## src/rtl/lzss_enc_sched_if.sv

```systemverilog
// Code output channel of the LZSS encoder sequencer: one token per valid/ready
// handshake, either a literal symbol or an (offset,length) match.
interface lzss_enc_sched_if #(
  parameter int pDataWidth   = 8,
  parameter int pOffsetWidth = 6,
  parameter int pLengthWidth = 3
);
  logic                    o_code_valid;
  logic                    i_code_ready;
  logic                    o_code_flag;
  logic [pOffsetWidth-1:0] o_code_offset;
  logic [pLengthWidth-1:0] o_code_length;
  logic [pDataWidth-1:0]   o_code_literal;
  logic                    o_code_last;

  modport master (
    output o_code_valid, o_code_flag, o_code_offset, o_code_length,
           o_code_literal, o_code_last,
    input  i_code_ready
  );

  modport slave (
    input  o_code_valid, o_code_flag, o_code_offset, o_code_length,
           o_code_literal, o_code_last,
    output i_code_ready
  );
endinterface

```

## src/rtl/lzss_enc_sched.sv

```systemverilog
// Sequencer/arbiter for the LZSS match array: fills the look-ahead window,
// picks the longest match (or a literal), emits one code and skips past it.
module lzss_enc_sched #(
  parameter int pDataWidth     = 8,
  parameter int pCodingSize    = 5,
  parameter int pOffsetWidth   = 6,
  parameter int pLengthWidth   = 3,
  parameter int pNumMatch      = 32,
  parameter int pMinLength     = 2,
  parameter int pResultLatency = 1
) (
  input  logic                              clk,
  input  logic                              rst_x,
  input  logic                              i_start,
  input  logic                              i_abort,
  input  logic                              i_src_valid,
  output logic                              o_update,
  output logic                              o_clear,
  input  logic [pNumMatch*pOffsetWidth-1:0] i_match_offset,
  input  logic [pNumMatch*pLengthWidth-1:0] i_match_length,
  input  logic [pNumMatch-1:0]              i_match_last,
  input  logic [pDataWidth-1:0]             i_lit_data,
  input  logic                              i_lit_last,
  lzss_enc_sched_if.master                  code,
  output logic                              o_busy,
  output logic                              o_done
);

  // The counter must hold both the window size and the longest possible skip.
  localparam int CntMax = (pCodingSize > (1 << pLengthWidth)) ? pCodingSize : (1 << pLengthWidth);
  localparam int CntW   = $clog2(CntMax + 1);
  localparam int WcntW  = (pResultLatency > 0) ? $clog2(pResultLatency + 1) : 1;
  localparam int IdxW   = (pNumMatch > 1) ? $clog2(pNumMatch) : 1;
  localparam int SymW   = pLengthWidth + 1;
  localparam logic [SymW-1:0] MinSym = SymW'(pMinLength);

  typedef enum logic [2:0] {
    ST_IDLE,
    ST_FILL,
    ST_WAIT,
    ST_EMIT,
    ST_SKIP,
    ST_DONE
  } state_t;

  state_t                  state_q, state_d;
  logic [CntW-1:0]         cnt_q, cnt_d;
  logic [WcntW-1:0]        wcnt_q, wcnt_d;
  logic [CntW-1:0]         skip_q, skip_d;
  logic                    flag_q, flag_d;
  logic [pOffsetWidth-1:0] offset_q, offset_d;
  logic [pLengthWidth-1:0] length_q, length_d;
  logic [pDataWidth-1:0]   literal_q, literal_d;
  logic                    last_q, last_d;

  logic [pLengthWidth-1:0] best_len;
  logic [IdxW-1:0]         best_idx;
  logic [SymW-1:0]         best_sym;
  logic                    is_match;
  logic                    update;
  logic                    clear;

  // Strict greater-than keeps the lowest unit index on equal lengths.
  always_comb begin
    best_len = '0;
    best_idx = '0;
    for (int unsigned i = 0; i < pNumMatch; i++) begin
      if (i_match_length[i*pLengthWidth +: pLengthWidth] > best_len) begin
        best_len = i_match_length[i*pLengthWidth +: pLengthWidth];
        best_idx = IdxW'(i);
      end
    end
  end

  assign best_sym = {1'b0, best_len} + 1'b1;
  assign is_match = (best_sym >= MinSym);

  always_comb begin
    state_d   = state_q;
    cnt_d     = cnt_q;
    wcnt_d    = wcnt_q;
    skip_d    = skip_q;
    flag_d    = flag_q;
    offset_d  = offset_q;
    length_d  = length_q;
    literal_d = literal_q;
    last_d    = last_q;
    update    = 1'b0;
    clear     = 1'b0;

    if (i_abort) begin
      clear   = 1'b1;
      state_d = ST_IDLE;
    end else begin
      unique case (state_q)
        ST_IDLE, ST_DONE: begin
          if (i_start) begin
            clear   = 1'b1;
            cnt_d   = CntW'(pCodingSize);
            state_d = ST_FILL;
          end
        end
        ST_FILL, ST_SKIP: begin
          if (i_src_valid) begin
            update = 1'b1;
            cnt_d  = cnt_q - 1'b1;
            if (cnt_q <= CntW'(1)) begin
              wcnt_d  = WcntW'(pResultLatency);
              state_d = ST_WAIT;
            end
          end
        end
        ST_WAIT: begin
          wcnt_d = wcnt_q - 1'b1;
          if (wcnt_q <= WcntW'(1)) begin
            state_d = ST_EMIT;
            if (is_match) begin
              flag_d    = 1'b1;
              offset_d  = i_match_offset[best_idx*pOffsetWidth +: pOffsetWidth];
              length_d  = best_len;
              literal_d = '0;
              last_d    = i_match_last[best_idx];
              skip_d    = CntW'(best_sym);
            end else begin
              flag_d    = 1'b0;
              offset_d  = '0;
              length_d  = '0;
              literal_d = i_lit_data;
              last_d    = i_lit_last;
              skip_d    = CntW'(1);
            end
          end
        end
        ST_EMIT: begin
          if (code.i_code_ready) begin
            if (last_q) begin
              state_d = ST_DONE;
            end else begin
              cnt_d   = skip_q;
              state_d = ST_SKIP;
            end
          end
        end
        default: state_d = ST_IDLE;
      endcase
    end
  end

  always_ff @(posedge clk or negedge rst_x) begin
    if (!rst_x) begin
      state_q   <= ST_IDLE;
      cnt_q     <= '0;
      wcnt_q    <= '0;
      skip_q    <= '0;
      flag_q    <= 1'b0;
      offset_q  <= '0;
      length_q  <= '0;
      literal_q <= '0;
      last_q    <= 1'b0;
    end else begin
      state_q   <= state_d;
      cnt_q     <= cnt_d;
      wcnt_q    <= wcnt_d;
      skip_q    <= skip_d;
      flag_q    <= flag_d;
      offset_q  <= offset_d;
      length_q  <= length_d;
      literal_q <= literal_d;
      last_q    <= last_d;
    end
  end

  assign o_update            = update;
  assign o_clear             = clear;
  assign o_busy              = state_q inside {ST_FILL, ST_WAIT, ST_EMIT, ST_SKIP};
  assign o_done              = (state_q == ST_DONE);
  assign code.o_code_valid   = (state_q == ST_EMIT);
  assign code.o_code_flag    = flag_q;
  assign code.o_code_offset  = offset_q;
  assign code.o_code_length  = length_q;
  assign code.o_code_literal = literal_q;
  assign code.o_code_last    = last_q;

endmodule

```

## src/flat_wrapper.sv

```systemverilog
// flat-port wrapper written by rule: the top's interface ports become plain ports
module lzss_enc_sched_flat 
#(
  parameter int pDataWidth     = 8,
  parameter int pCodingSize    = 5,
  parameter int pOffsetWidth   = 6,
  parameter int pLengthWidth   = 3,
  parameter int pNumMatch      = 32,
  parameter int pMinLength     = 2,
  parameter int pResultLatency = 1
)
  (clk, rst_x, i_start, i_abort, i_src_valid, o_update, o_clear, i_match_offset, i_match_length, i_match_last, i_lit_data, i_lit_last, o_busy, o_done, code_o_code_valid, code_o_code_flag, code_o_code_offset, code_o_code_length, code_o_code_literal, code_o_code_last, code_i_code_ready);
  lzss_enc_sched_if #(.pDataWidth(pDataWidth), .pOffsetWidth(pOffsetWidth), .pLengthWidth(pLengthWidth)) code_i ();
  input  logic clk;
  input  logic rst_x;
  input  logic i_start;
  input  logic i_abort;
  input  logic i_src_valid;
  output logic o_update;
  output logic o_clear;
  input  logic [pNumMatch*pOffsetWidth-1:0] i_match_offset;
  input  logic [pNumMatch*pLengthWidth-1:0] i_match_length;
  input  logic [pNumMatch-1:0] i_match_last;
  input  logic [pDataWidth-1:0] i_lit_data;
  input  logic i_lit_last;
  output logic o_busy;
  output logic o_done;
  output wire logic [$bits(code_i.o_code_valid)-1:0] code_o_code_valid;
  output wire logic [$bits(code_i.o_code_flag)-1:0] code_o_code_flag;
  output wire logic [$bits(code_i.o_code_offset)-1:0] code_o_code_offset;
  output wire logic [$bits(code_i.o_code_length)-1:0] code_o_code_length;
  output wire logic [$bits(code_i.o_code_literal)-1:0] code_o_code_literal;
  output wire logic [$bits(code_i.o_code_last)-1:0] code_o_code_last;
  input wire logic [$bits(code_i.i_code_ready)-1:0] code_i_code_ready;
  assign code_o_code_valid = code_i.o_code_valid;
  assign code_o_code_flag = code_i.o_code_flag;
  assign code_o_code_offset = code_i.o_code_offset;
  assign code_o_code_length = code_i.o_code_length;
  assign code_o_code_literal = code_i.o_code_literal;
  assign code_o_code_last = code_i.o_code_last;
  assign code_i.i_code_ready = code_i_code_ready;
  lzss_enc_sched #(.pDataWidth(pDataWidth), .pCodingSize(pCodingSize), .pOffsetWidth(pOffsetWidth), .pLengthWidth(pLengthWidth), .pNumMatch(pNumMatch), .pMinLength(pMinLength), .pResultLatency(pResultLatency)) u_core (.clk(clk), .rst_x(rst_x), .i_start(i_start), .i_abort(i_abort), .i_src_valid(i_src_valid), .o_update(o_update), .o_clear(o_clear), .i_match_offset(i_match_offset), .i_match_length(i_match_length), .i_match_last(i_match_last), .i_lit_data(i_lit_data), .i_lit_last(i_lit_last), .code(code_i), .o_busy(o_busy), .o_done(o_done));
endmodule
```

## config.mk

```make
export PLATFORM = sky130hd
export DESIGN_NAME = lzss_enc_sched_flat
export DESIGN_NICKNAME = d
export VERILOG_FILES = /design/src/rtl/lzss_enc_sched_if.sv /design/src/rtl/lzss_enc_sched.sv /design/src/flat_wrapper.sv
export SDC_FILE = /design/constraint.sdc
export NUM_CORES = 1
export LEC_CHECK = 0
export CAP_MARGIN = 10
export CORE_AREA = 2 2 138 140
export CTS_BUF_LIST = sky130_fd_sc_hd__clkbuf_8
export DETAILED_ROUTE_END_ITERATION = 6
export DIE_AREA = 0 0 140 142
export GPL_TIMING_DRIVEN = 0
export PLACE_DENSITY = 0.86
export SYNTH_ARGS = -nofsm -noshare
export SYNTH_HDL_FRONTEND = slang
export SYNTH_SLANG_ARGS = --single-unit
```

## constraint.sdc

```tcl
create_clock -name clk -period 2.6 [get_ports clk]
set_input_delay 0.39 -clock clk [delete_from_list [all_inputs] [get_ports clk]]
set_output_delay 0.39 -clock clk [all_outputs]
set_load 0.01 [all_outputs]
```

==> flow_metrics.py, run 1 <==
metrics = {
    "synthesis": {
        "synthArstFlopShare_pct": 100.0,
        "avgSynthCellArea_um2": 8.064,
        "postSynthCellCount": 1012,
        "synth_top_area_share_pct": 14.87,
        "synth.top_cells.by_area": "ha_1 15%, dfrtp_1 9.2%, mux4_2 8.8%",
        "synth_largest_area_cell": "ha_1",
        "ys.flop_type": "dfrtp_1",
        "synth_edf_count": 0,
        "ys_ff_latch": 30,
        "yosysWarnings": 0,
        "synthesis.nets": 1444,
        "yosysSeqAreaShare_pct": 9.200,
        "synth_area_mm2": 0.008160,
        "synthDistinctLibCells": 101,
    },
    "placement": {
        "dpl_cell_area_mm2": 0.01274,
        "dp.final_hpwl_um": 29170,
        "portBuffers": 357,
        "routabilityCongestion": 0.9265,
        "place_ws_ps": -36410,
    },
    "grt": {
        "grt_max_degree": 22,
        "grt_util_all_layers_pct": 78.49,
        "overflow": 301,
    },
    "floorplan": {
        "die_y_um": 142,
        "start_util_pct": 44.22,
        "rows": 50,
        "dieWidth_um": 140,
        "num_io_pins": 359,
    },
    "timing": {
        "worst_endpoint": "u_core.code.o_code_last$_DFFE_PN0P_/D",
        "worstEpCategory": "register input",
    },
    "outcome": {
        "status": "did not finish",
        "stop_stage": "global routing",
        "error": "[ERROR GRT-0232] Routing congestion too high. Check the congestion heatmap in the GUI.",
    },
    "clock_network": {
        "cts_sinks": 30,
        "h-tree-depth": 2,
        "cts_root_buf": "clkbuf_8",
        "clk_path_buf_depth": 2,
        "numCtsBuffers": 5,
    },
}
-- kinds of logic after synthesis --
family	share of synthesized area, %
flops	9.200
fa+ha+maj	14.87
mux	20.39
buf+inv	6.118
compound gates	27.08
simple gates	22.02
xor+xnor	0.3220
-- per-layer routing --
| metal | GRT usage (%) | GRT overflow |
|---|---|---|
| met1 | 75.18 | 3 |
| met4 | 80.12 | 103 |
| met3 | 64.74 | 3 |
| met5 | 26.07 | 0 |
| met2 | 97.82 | 192 |
-- synth_stat cells, drive strengths merged (4+ instances only) --
library cell	count
nand2b	8
a221oi	9
nand2	125
nor3	15
a32oi	15
o21a	15
a31oi	16
nor2	66
a211oi	6
mux2i	65
a211o	4
a22oi	4
nor3b	6
a31o	4
o211ai	4
mux4	32
dfrtp	30
or2	11
and3b	4
nor2b	15
a21oi	75
inv	75
ha	97
o31ai	11
a2bb2oi	6
and3	22
o21bai	7
and2	14
a21boi	6
a21o	13
clkbuf	13
nand3	32
o21ai	62
mux2	25
a22o	12
nand3b	20
buf	18
-- metrics by stage --
stage	util, %	cells	hold slack [ps]
2_1_floorplan	-	1012	94.41
3_3_place_gp	68.86	1603	449.5
3_5_place_dp	69.01	1604	458.7
4_1_cts	83.65	1834	470.9
-- what timing repair did --
item	in CTS
hold endpoints to repair	0
pin swaps	166
resized for setup	217
hold buffers	0
gates cloned	1
setup endpoints to repair	23
buffers inserted	235
==> run 2: changes to the inputs <==
CORE_AREA = unset   (was 2 2 138 140)
CORE_UTILIZATION = 40   (was unset)
CTS_BUF_LIST = unset   (was sky130_fd_sc_hd__clkbuf_8)
DIE_AREA = unset   (was 0 0 140 142)
PLACE_DENSITY = unset   (was 0.86)
PLACE_DENSITY_LB_ADDON = 0.15   (was unset)
==> run 2 against run 1 <==
Compared with the run above:
- the flow now finishes, with violations (design-rule violations, negative setup slack)
- area after synthesis stayed put
- synthesized cell count stayed put
==> flow_metrics.py, run 2 <==
metrics = {
    "outcome": {
        "status": "finished with violations",
        "violations": "design-rule violations, negative setup slack",
    },
    "timing": {
        "worst_slack_ps": -34180,
        "fin_crit_sh_pct": 1415,
        "worstMarginPinSlew_ps": 1192,
        "hold_viol": 0,
        "fmax_mhz": 27.19,
        "max_slew_margin_pct": 19.82,
        "timing.hold.ws_ps": 464.2,
        "setup_viol": 23,
        "clock_skew_ps": 4.727,
        "post-route-min-period_ps": 36780,
        "rsz0062_at_grt": "true",
        "slew_viol_final": 0,
    },
    "setup_path": {
        "r2r_start": "u_core.state_q[1]",
        "worst-path-stages": 190,
        "cp_slowest_cell": "mux2i_2",
        "path_class": "in2reg",
        "crit_start": "i_match_length[0]",
        "cp_data_required_time_ps": 2760,
        "crit_fanout": 6,
        "cp.arrival_ps": 36940,
        "crit_path_start_kind": "input pin",
        "critPathCapture": "u_core.code.o_code_offset[1]",
        "reg2reg_to": "u_core.code.o_code_last",
        "crit_family": "simple AND/OR/NAND/NOR gates",
        "regToRegSetupSlack_ps": -320,
        "setup.worst_path.end_class": "register",
        "crit_buf_inv": 18,
        "critPathMaxStageDelay_ps": 500,
        "cp_common_cell": "ha_4",
        "timing.reg2reg.worst_path_depth": 6,
    },
    "route": {
        "num_vias": 12056,
        "drtPass1Iterations": 7,
        "ant_nets": 0,
        "vias_per_cell": 6.256,
        "wire_per_inst_um": 25.00,
        "drc": 4,
        "drt-initial-drc-count": 1167,
        "wl_um": 48170,
    },
    "floorplan": {
        "start_util_pct": 41.39,
        "core_mm2": 0.01972,
        "dieWidth_um": 144.8,
        "die_y_um": 144.8,
        "num_io_pins": 359,
        "rows": 51,
        "die_area_mm2": 0.02098,
    },
    "grt": {
        "grt_max_degree": 20,
        "overflow": 0,
        "grt_util_all_layers_pct": 37.77,
        "grt_pass1_vias": 11185,
        "antenna_found_initial": 19,
        "grt_pass1_wl_um": 60330,
    },
    "finish": {
        "area_delta_synth_final_pct": 104.8,
        "drive_above_1_share_pct": 42.55,
        "utilization_pct": 84.75,
        "nNetsFinal": 2076,
        "multi_input_area_mm2": 0.009085,
        "largest_reg_flops": 8,
        "fillers": 1031,
        "seqCellArea_um2": 750.7,
        "layout_commonest_cell": "clkdlybuf4s50_1",
        "final_cell_mix": "351 x clkdlybuf4s50_1, 233 x buf_4, 96 x nand2_1",
        "final_cell_count_no_fill": 1927,
    },
    "placement": {
        "portBuffers": 357,
        "placedCellCount": 1635,
        "place_ws_ps": -36350,
        "dp.final_hpwl_um": 28800,
        "routabilityCongestion": 0.9013,
    },
    "synthesis": {
        "synthesis.nets": 1444,
        "postSynthCellCount": 1012,
        "ys.flop_type": "dfrtp_1",
        "synth.top_cells.by_area": "ha_1 15%, dfrtp_1 9.2%, mux4_2 8.8%",
        "synth_largest_area_cell": "ha_1",
        "yosysSeqAreaShare_pct": 9.200,
        "synth_commonest_cells": "124 x nand2_1, 97 x ha_1, 75 x inv_1",
        "synth_edf_count": 0,
        "avgSynthCellArea_um2": 8.064,
        "synthDistinctLibCells": 101,
        "synth.most_common_cell": "nand2_1",
        "synth_area_mm2": 0.008160,
        "ys_ff_latch": 30,
        "yosysWarnings": 0,
        "synthArstFlopShare_pct": 100.0,
        "synth_top_area_share_pct": 14.87,
    },
    "clock_network": {
        "clk-insertion-delay-late_ps": 280,
        "clk_path_buf_depth": 2,
        "h-tree-depth": 2,
        "clk_pin_slew_ps": 50,
        "cts_root_buf": "clkbuf_16",
        "cts_tree": "built",
        "numCtsBuffers": 5,
        "cts_sinks": 30,
        "ctsHoldBuffers": 0,
    },
    "worst_hold_path": {
        "holdCritPathClass": "reg2reg",
    },
    "flow_run": {
        "maxCapViolCount": 0,
    },
}
run 2: cell counts after synthesis:
Identical to the previous run, type by type.
run 2: how the worst min path moves through the flow:
stage                                   from                            end  depth (start not counted)
4_1_cts        u_core.code.o_code_literal[5]  u_core.code.o_code_literal[5]                          2
5_1_grt        u_core.code.o_code_literal[7]  u_core.code.o_code_literal[7]                          2
6_report       u_core.code.o_code_literal[5]  u_core.code.o_code_literal[5]                          2
3_3_place_gp   u_core.code.o_code_literal[6]  u_core.code.o_code_literal[6]                          2
2_1_floorplan                          rst_x                u_core.cnt_q[0]                          0
3_5_place_dp   u_core.code.o_code_literal[5]  u_core.code.o_code_literal[5]                          2
run 2: area by class of cell:
class	count	area share (%)
Tap cell	265	1.984
Inverter	75	1.730
Clock inverter	2	0.07487
Multi-Input combinational cell	876	54.37
Antenna cell	17	0.2546
Sequential cell	30	4.492
Clock buffer	6	0.8311
Buffer	29	1.497
Timing Repair Buffer	627	34.77
run 2: logic make-up after synthesis:
group | share of synthesized area (%)
muxes | 20.39
buffers and inverters | 6.118
xor gates and xnor gates | 0.3220
and+or+nand+nor | 22.02
adders and majority gates | 14.87
AOI/OAI and AO/OA | 27.08
DFF | 9.200
run 2: metrics by stage:
step	instance area (um2)	TNS [ps]
4_1_cts	15420	-727140
3_5_place_dp	12770	-817230
5_1_grt	16700	-798810
6_report	16710	-771620
2_1_floorplan	8842	-705430
3_3_place_gp	12750	-801800
run 2: worst register-to-register path: stages (launching register included):
cell and delay [ps]:
dfrtp_1 320, clkbuf_1 370, inv_1 240, nor4_1 1040, clkbuf_1 540, nand3_1 210
o211ai_2 120
run 2: per-layer routing:
layer,share of wire (%),up-vias,GRT usage [%]
met5,0.075,-,0
met4,8.9,6,24.76
met3,9.4,333,6.943
met2,47,898,65.38
met1,34,5689,42.45
li1,-,5130,-
run 2: repair_timing:
item / 4_1_cts / 5_1_grt
pin swaps: 177 / 166
setup endpoints to repair: 23 / 24
cloned: 2 / 0
resized for setup: 229 / 140
setup buffers: 208 / 77
Power of run 2 is not shown: default switching activity piles up to over one toggle a cycle in this logic, so the estimate is an artifact.
